[src/rtl/pattern_rom_arbiter_if.sv]
// Requester and ROM-side bus shared by pattern_rom_arbiter and its users.
// The slave modport is the arbiter's view; the master modport is the environment's view.
interface pattern_rom_arbiter_if #(
  parameter int unsigned CHANNELS = 4,
  parameter int unsigned DEPTH    = 256
);
  localparam int unsigned ADDRW = $clog2(DEPTH);

  logic [CHANNELS-1:0]       i_req;
  logic [CHANNELS-1:0]       i_lock;
  logic [CHANNELS*ADDRW-1:0] i_addr;
  logic [CHANNELS-1:0]       o_ack;
  logic [CHANNELS-1:0]       o_valid;
  logic [15:0]               o_data;
  logic [ADDRW-1:0]          o_rom_addr;
  logic [15:0]               i_rom_data;
  logic                      o_busy;

  modport slave (
    input  i_req, i_lock, i_addr, i_rom_data,
    output o_ack, o_valid, o_data, o_rom_addr, o_busy
  );

  modport master (
    output i_req, i_lock, i_addr, i_rom_data,
    input  o_ack, o_valid, o_data, o_rom_addr, o_busy
  );
endinterface

[src/rtl/pattern_rom_arbiter.sv]
// Round-robin arbiter sharing one 1-cycle-latency pattern ROM between sequencer channels.
// Optional burst lock enabled by defining PATTERN_ROM_ARB_LOCK_EN.
module pattern_rom_arbiter #(
  parameter int unsigned CHANNELS = 4,
  parameter int unsigned DEPTH    = 256
) (
  input logic                   i_clk,
  input logic                   i_rst_n,
  pattern_rom_arbiter_if.slave  bus
);
  localparam int unsigned ADDRW = $clog2(DEPTH);
  localparam int unsigned CHW   = (CHANNELS > 1) ? $clog2(CHANNELS) : 1;

  logic [CHW-1:0]      r_rr_ptr;
  logic [ADDRW-1:0]    r_last_addr;
  logic [CHANNELS-1:0] r_resp_onehot;

  logic                w_gnt_vld;
  logic [CHW-1:0]      w_gnt_idx;
  logic [CHW-1:0]      w_ptr_nxt;
  logic [ADDRW-1:0]    w_sel_addr;

`ifdef PATTERN_ROM_ARB_LOCK_EN
  logic [CHW-1:0]      r_lock_owner;
  logic                r_lock_vld;
`else
  logic                w_unused_lock;
  assign w_unused_lock = ^bus.i_lock;
`endif

  // Grant: held lock owner first, otherwise first requester at or after rr_ptr.
  always_comb begin : grant_sel
    logic [CHW-1:0] cand;
    w_gnt_vld = 1'b0;
    w_gnt_idx = '0;
    cand      = '0;
`ifdef PATTERN_ROM_ARB_LOCK_EN
    if (r_lock_vld && bus.i_req[r_lock_owner]) begin
      w_gnt_vld = 1'b1;
      w_gnt_idx = r_lock_owner;
    end
`endif
    for (int unsigned i = 0; i < CHANNELS; i++) begin
      cand = CHW'((32'(r_rr_ptr) + i) % CHANNELS);
      if (!w_gnt_vld && bus.i_req[cand]) begin
        w_gnt_vld = 1'b1;
        w_gnt_idx = cand;
      end
    end
  end

  assign w_ptr_nxt  = (32'(w_gnt_idx) == CHANNELS - 1) ? '0 : w_gnt_idx + CHW'(1);
  assign w_sel_addr = bus.i_addr[32'(w_gnt_idx) * ADDRW +: ADDRW];

  assign bus.o_ack      = CHANNELS'(w_gnt_vld) << w_gnt_idx;
  assign bus.o_busy     = w_gnt_vld;
  // Idle cycles replay the last address so the ROM input does not toggle.
  assign bus.o_rom_addr = w_gnt_vld ? w_sel_addr : r_last_addr;
  assign bus.o_valid    = r_resp_onehot;
  assign bus.o_data     = bus.i_rom_data;

  always_ff @(posedge i_clk or negedge i_rst_n) begin
    if (!i_rst_n) begin
      r_rr_ptr      <= '0;
      r_last_addr   <= '0;
      r_resp_onehot <= '0;
    end else if (w_gnt_vld) begin
      r_rr_ptr      <= w_ptr_nxt;
      r_last_addr   <= w_sel_addr;
      r_resp_onehot <= CHANNELS'(1) << w_gnt_idx;
    end else begin
      r_resp_onehot <= '0;
    end
  end

`ifdef PATTERN_ROM_ARB_LOCK_EN
  // Lock follows the granted channel's i_lock; any idle cycle releases it.
  always_ff @(posedge i_clk or negedge i_rst_n) begin
    if (!i_rst_n) begin
      r_lock_owner <= '0;
      r_lock_vld   <= 1'b0;
    end else if (w_gnt_vld) begin
      r_lock_owner <= w_gnt_idx;
      r_lock_vld   <= bus.i_lock[w_gnt_idx];
    end else begin
      r_lock_vld   <= 1'b0;
    end
  end
`endif

endmodule
[src/flat_wrapper.sv]
// flat-port wrapper written by rule: the top's interface ports become plain ports
module pattern_rom_arbiter_flat 
#(
  parameter int unsigned CHANNELS = 4,
  parameter int unsigned DEPTH    = 256
)
  (i_clk, i_rst_n, bus_i_req, bus_i_lock, bus_i_addr, bus_i_rom_data, bus_o_ack, bus_o_valid, bus_o_data, bus_o_rom_addr, bus_o_busy);
  pattern_rom_arbiter_if #(.CHANNELS(CHANNELS), .DEPTH(DEPTH)) bus_i ();
  input logic i_clk;
  input logic i_rst_n;
  input wire logic [$bits(bus_i.i_req)-1:0] bus_i_req;
  input wire logic [$bits(bus_i.i_lock)-1:0] bus_i_lock;
  input wire logic [$bits(bus_i.i_addr)-1:0] bus_i_addr;
  input wire logic [$bits(bus_i.i_rom_data)-1:0] bus_i_rom_data;
  output wire logic [$bits(bus_i.o_ack)-1:0] bus_o_ack;
  output wire logic [$bits(bus_i.o_valid)-1:0] bus_o_valid;
  output wire logic [$bits(bus_i.o_data)-1:0] bus_o_data;
  output wire logic [$bits(bus_i.o_rom_addr)-1:0] bus_o_rom_addr;
  output wire logic [$bits(bus_i.o_busy)-1:0] bus_o_busy;
  assign bus_i.i_req = bus_i_req;
  assign bus_i.i_lock = bus_i_lock;
  assign bus_i.i_addr = bus_i_addr;
  assign bus_i.i_rom_data = bus_i_rom_data;
  assign bus_o_ack = bus_i.o_ack;
  assign bus_o_valid = bus_i.o_valid;
  assign bus_o_data = bus_i.o_data;
  assign bus_o_rom_addr = bus_i.o_rom_addr;
  assign bus_o_busy = bus_i.o_busy;
  pattern_rom_arbiter #(.CHANNELS(CHANNELS), .DEPTH(DEPTH)) u_core (.i_clk(i_clk), .i_rst_n(i_rst_n), .bus(bus_i));
endmodule
[config.mk]
export PLATFORM = sky130hd
export DESIGN_NAME = pattern_rom_arbiter_flat
export DESIGN_NICKNAME = d
export VERILOG_FILES = /design/src/rtl/pattern_rom_arbiter_if.sv /design/src/rtl/pattern_rom_arbiter.sv /design/src/flat_wrapper.sv
export SDC_FILE = /design/constraint.sdc
export NUM_CORES = 1
export LEC_CHECK = 0
export CAP_MARGIN = 20
export CORE_MARGIN = 8
export CORE_UTILIZATION = 35
export CTS_CLUSTER_DIAMETER = 150
export DETAILED_ROUTE_END_ITERATION = 10
export PLACE_DENSITY = 0.87
export SYNTH_ARGS = -nofsm -noshare
export SYNTH_HDL_FRONTEND = slang
export SYNTH_SLANG_ARGS = --single-unit
[constraint.sdc]
create_clock -name i_clk -period 4.15 [get_ports i_clk]
set_input_delay 0.6225 -clock i_clk [delete_from_list [all_inputs] [get_ports i_clk]]
set_output_delay 0.6225 -clock i_clk [all_outputs]
set_load 0.03 [all_outputs]
# Word-level counts from Yosys, hierarchy flattened

Cells that the tools add are included.

$add $sub $neg: 4
$lt $le $gt $ge: 4
Equality and inequality tests: 1
Shift-type cells: 3
Multiplexer cells: 19
Reduce and logical (&&, ||, !) cells: 6

Operators by type and width:

| cell                | number |
|---|---|
| $shiftx 32x6->8     | 1 |
| $lt 2x3->1 const B  | 4 |
| $mux 2              | 5 |
| $bmux 1 s2          | 4 |
| $mux 1              | 8 |
| $mux 8              | 1 |
| $add 2x1->2 const B | 2 |
| $add 2x2->2 const B | 2 |
| $mux 4              | 1 |
| $shl 1x2->4         | 1 |
| $shl 1x2->4 const A | 1 |
| $logic_and 1x1->1   | 3 |
| $logic_not 1->1     | 3 |
| $eq 2x2->1 const B  | 1 |

Register bits after elaboration: 14
Input bits: 58
Output and inout port bits: 33
Word-level logic and storage cells: 40

# Depth between registers and ports, before layout

Depth in word-level cells: 14
Gate-level depth with buffers: 9
Mapped depth without buffers: 7

# Least setup slack after synthesis

No wires, ideal clock.

Kind: input to output
From: input bus_i_req[0]
To: output bus_o_rom_addr[0]
Arrival: 2.324 ns
Required time: 3.527 ns
Slack: 1.204 ns
Stages: 6
Path buffers: 0
Cells stage by stage: nor2b_1 a2111oi_1 or2_4 inv_6 mux2i_1 a211oi_1

Cells in the longest elaborated chain, start to end: 14
Elaborated cells on any way between the ends: 24
Those cells by class: 1 x shift; 17 x mux; 6 x reduce/logical

Ends and longest elaborated chain:

| element                      | RTL line                  | source |
|---|---|---|
| start: declaration           | flat_wrapper.sv:11        | `input wire logic [$bits(bus_i.i_req)-1:0] bus_i_req;` |
| $bmux 1 s2                   | pattern_rom_arbiter.sv:45 | `if (!w_gnt_vld && bus.i_req[cand]) begin` |
| $mux 1 (implied by the code) | pattern_rom_arbiter.sv:45 |  |
| $mux 1                       | pattern_rom_arbiter.sv:45 |  |
| $logic_not 1->1              | pattern_rom_arbiter.sv:45 |  |
| $logic_and 1x1->1            | pattern_rom_arbiter.sv:45 |  |
| $mux 1                       | pattern_rom_arbiter.sv:45 |  |
| $logic_not 1->1              | pattern_rom_arbiter.sv:45 |  |
| $logic_and 1x1->1            | pattern_rom_arbiter.sv:45 |  |
| $mux 1                       | pattern_rom_arbiter.sv:45 |  |
| $logic_not 1->1              | pattern_rom_arbiter.sv:45 |  |
| $logic_and 1x1->1            | pattern_rom_arbiter.sv:45 |  |
| $mux 2                       | pattern_rom_arbiter.sv:45 |  |
| $shiftx 32x6->8              | pattern_rom_arbiter.sv:53 | `assign w_sel_addr = bus.i_addr[32'(w_gnt_idx) * ADDRW +: ADDRW];` |
| $mux 8 *                     | pattern_rom_arbiter.sv:58 | `assign bus.o_rom_addr = w_gnt_vld ? w_sel_addr : r_last_addr;` |
| end: declaration             | flat_wrapper.sv:18        | `output wire logic [$bits(bus_i.o_rom_addr)-1:0] bus_o_rom_addr;` |

Mark *: on every way between the ends. The rest lies on a longest branch, timed or not. The select of a mux whose other input is x is not followed.

# Final worst setup path

From: input bus_i_req[1]
To: output bus_o_rom_addr[0]

The elaborated chain is that of the path after synthesis.

==> out/summary.log <==
[status] status complete, no violations
[layout] final core area utilization 0.528
[setup_path] required time of the critical path 3530 ps
[logic_synthesis] sequential share of the synthesized area 0.313
[setup_path] list of cells traversed by the critical path clkdlybuf4s50_1, nor2_2, a2111oi_1, or2_4, inv_6, mux2i_1, a211oi_1, clkdlybuf4s50_1
[setup_path] highest cell delay on the worst timing path 760 ps
[layout] antenna cell count 0
[hold_path] hold depth 2
[placed_design] total instance count after detailed placement 196
[setup_path] startpoint of the worst-slack reg-to-reg timing path u_core.r_rr_ptr[0]
[timing] worst clock skew on the final layout 1.20 ps
[power_and_ir_drop] proportion of power drawn by flip-flops and latches 0.230
[logic_synthesis] Synth cell types 28
[global_route] global-route congestion overflow total 0
[placed_design] Buffers on Ports 54
[cts] CTS tree yes
[layout] fill count 288
[setup_path] category of the worst setup path launch point input port
[setup_path] cell family with most CP delay buffers and inverters
[power_and_ir_drop] internal portion of total power 0.540 mW
[timing] number of hold-slack violations in the final timing report 0
[setup_path] critical-path cell with the highest stage delay sky130_fd_sc_hd__clkdlybuf4s50_1
[floorplanning] CORE AREA 3050 µm²
[timing] share of the clock period used by the worst path 0.938
[layout] most common cell after layout, fill and taps aside sky130_fd_sc_hd__clkdlybuf4s50_1
[floorplanning] I/O pin count 91
[setup_path] critical path fanouts, max 20
[floorplanning] std cell rows 20
[timing] Min Clock Period, post-route 3890 ps
[setup_path] most used cell along the critical path sky130_fd_sc_hd__clkdlybuf4s50_1
[hold_path] kind of path behind the tightest hold check flop to flop
[logic_synthesis] parity-gate share of the synthesized area counting xor and xnor cells 0
[logic_synthesis] post-synthesis cell count 115
[timing] unrepaired setup endpoints after global routing false
[hold_path] hold wc startpoint u_core.r_last_addr[6]
[logic_synthesis] net count of the mapped netlist 177
[logic_synthesis] mean cell area of the mapped netlist 9.74 µm²
[cts] Worst-path clk slew 90 ps
[setup_path] arrival time reported for the critical path endpoint 3270 ps
[logic_synthesis] count of state elements after synthesis 14
[global_route] global-route wire length before repair 5560 µm
[setup_path] type of element capturing the critical path output pin
[logic_synthesis] simple logic cell fraction of the synthesized area 0.179
[timing] maximum clock frequency 257 MHz
[floorplanning] initial standard-cell utilization of the core 0.367
[cts] Clock Tree Root sky130_fd_sc_hd__clkbuf_4
[logic_synthesis] combined area of all synthesized cells 1120 µm²
[route] number of DRC violations after detailed routing 0
[cts] Clk Latency, worst-skew pair 280 ps
[timing] slew at the pin closest to its max-slew limit 730 ps
[cts] total number of H-tree levels 1
[power_and_ir_drop] worst IR drop on VDD 0.000327 V
[timing] hold slack final 567 ps
[placed_design] estimated wirelength of the detail-placed design 2800 µm
[timing] number of slew-limit violations in the final report 0
[setup_path] cell count of the worst reg-to-reg path 6
[cts] number of buffers added to fix hold violations after cts 0
[cts] Max Buffers Root-to-Sink 2
[cts] Sinks on Clock Net 14
[logic_synthesis] complex-gate fraction of the synthesized area 0.219
[timing] endpoints failing setup 0
[layout] Cell Count, Final, Fillers Out 200
[setup_path] worst setup path class input port to output pin
[layout] area growth from synthesis to layout 44.0%
[power_and_ir_drop] Pleak 0.691 nW
[cts] setup bufs post-CTS 0
[global_route] number of antenna violations at the first check in global routing 0
[power_and_ir_drop] switching power as a share of total power 0.472
[route] via density per instance 5.06
[hold_path] worst-case hold path end point u_core.r_last_addr[6]
[power_and_ir_drop] part of the power in the clock network 0.098
[setup_path] R2R setup slack 2310 ps
[floorplanning] die boundary height 72.6 µm
[layout] most frequent cells in the layout 52 x sky130_fd_sc_hd__clkdlybuf4s50_1, 14 x sky130_fd_sc_hd__dfrtp_1, 11 x sky130_fd_sc_hd__nor2_1
[placed_design] GP Congestion 0.775
[setup_path] R2R Path End u_core.r_last_addr[7]
[power_and_ir_drop] power share of the combinational group 0.672
[floorplanning] die outline area 5270 µm²
[logic_synthesis] post-synthesis share of cell area spent on full adders, half adders and majority gates 0.0447
[logic_synthesis] combinational family with the most area after synthesis compound AO/OA/AOI/OAI gates
[job] total of max-cap violations 0
[setup_path] Bufs and invs on worst path 3
[global_route] pin count of the biggest net entering global routing 21
[route] via count 1011
[route] number of violations reported at the end of detailed-routing iteration 0 53
[route] detailed-routing iteration count for the pre-antenna-repair pass 4
[global_route] number of global-route vias before repair 1111
[logic_synthesis] mux contribution to synthesized area 0.0715
[cts] CTS Buf Count 3
[route] average routed wire per standard cell 17.4 µm
[logic_synthesis] Synth warnings 0
[timing] Fin Setup TNS 0 ps
[layout] number of nets in the finished design 219
[global_route] total global-route track usage 0.132
[power_and_ir_drop] power consumption 1.02 mW
[route] final WL 3490 µm
[layout] fraction of layout cells with a size suffix above 1 0.141
[power_and_ir_drop] total power density per cell area 634 nW/µm²
[route] antenna viol nets, final 0
[power_and_ir_drop] switching power total 0.482 mW
[timing] relative max-transition margin 0.513
[floorplanning] floorplan die width 72.6 µm
[worst max-delay path by stage]
stage,from,endpoint,slack [ps],depth (start not counted)
6_report,bus_i_req[1],bus_o_rom_addr[0],260,8
5_1_grt,bus_i_req[1],bus_o_rom_addr[2],120,8
4_1_cts,bus_i_req[1],bus_o_rom_addr[0],140,8
3_5_place_dp,bus_i_req[1],bus_o_rom_addr[0],160,8
3_3_place_gp,bus_i_req[1],bus_o_rom_addr[5],280,8
2_1_floorplan,bus_i_req[0],bus_o_rom_addr[0],1200,6
[layer usage]
metal | track usage | up-vias | part of all wire
met4 | 0.0378 | 0 | 0.0049
met2 | 0.230 | 62 | 0.49
li1 | - | 476 | -
met3 | 0.0551 | 2 | 0.10
met1 | 0.142 | 471 | 0.40
met5 | 0 | - | 0
[final cells by class]
cell class / instances / area [µm²] / share of cell area
Timing Repair Buffer: 58 / 566 / 0.351
Tap cell: 44 / 55.1 / 0.0341
Clock buffer: 4 / 36.3 / 0.0225
Inverter: 6 / 27.5 / 0.0171
Multi-Input combinational cell: 74 / 578 / 0.358
Sequential cell: 14 / 350 / 0.217
[tightest hold or removal path: cells and delay by family (launching register included)]
family / cells / cell delay (ps)
simple gates: 1 / 90
flops: 1 / 370
compound gates: 1 / 60
[flip-flops by register name (all words and copies together) (netlist names)]
| register | cells |
|---|---|
| u_core.r_last_addr | 8 |
| u_core.bus.o_valid | 4 |
| u_core.r_rr_ptr | 2 |
[power groups by stage]
stage	logic, mW	registers [mW]	clock network [mW]
2_1_floorplan	0.460	0.256	0
3_3_place_gp	0.671	0.231	0
3_5_place_dp	0.694	0.236	0
4_1_cts	0.697	0.234	0.102
5_1_grt	0.737	0.242	0.108
6_report	0.687	0.235	0.100
[kinds of logic (layout without fill, tap and decap cells)]
kind of cell,after synthesis,in the layout
AOI/OAI and AO/OA,27,27
adders and majority gates,4,4
muxes,8,8
buffers and inverters,27,68
and+or+nand+nor,35,35
DFF,14,14
[synth_stat cells, drive strengths merged]
cell | number | area (µm²)
nor4 | 1 | 6.26
o22ai | 1 | 6.26
nor2b | 7 | 43.8
mux2i | 8 | 80.1
a221oi | 8 | 114
a2111oi | 1 | 10.0
nand2 | 3 | 11.3
and2b | 8 | 60.1
a21o | 1 | 7.51
nor2 | 12 | 45.0
nor3 | 2 | 10.0
a211oi | 8 | 60.1
dfrtp | 14 | 350
a21boi | 1 | 7.51
o21ai | 2 | 10.0
a21oi | 3 | 15.0
buf | 21 | 166
or2 | 1 | 8.76
inv | 6 | 27.5
o21a | 2 | 15.0
ha | 4 | 50.1
nor4b | 1 | 15.0
[metrics by stage]
step                      worst slack (ps)  area, µm²
after floorplan                       1200       1120
after global placement                 278       1570
after detailed placement               157       1570
after CTS                              143       1610
after global routing                   122       1610
final                                  257       1610
[what timing repair did]
item | CTS | global route
setup endpoints to repair | 0 | 5
resized for setup | 0 | 1
endpoints found under the hold margin | 0 | 0
No activity file was read; power rests on OpenSTA's default activity.
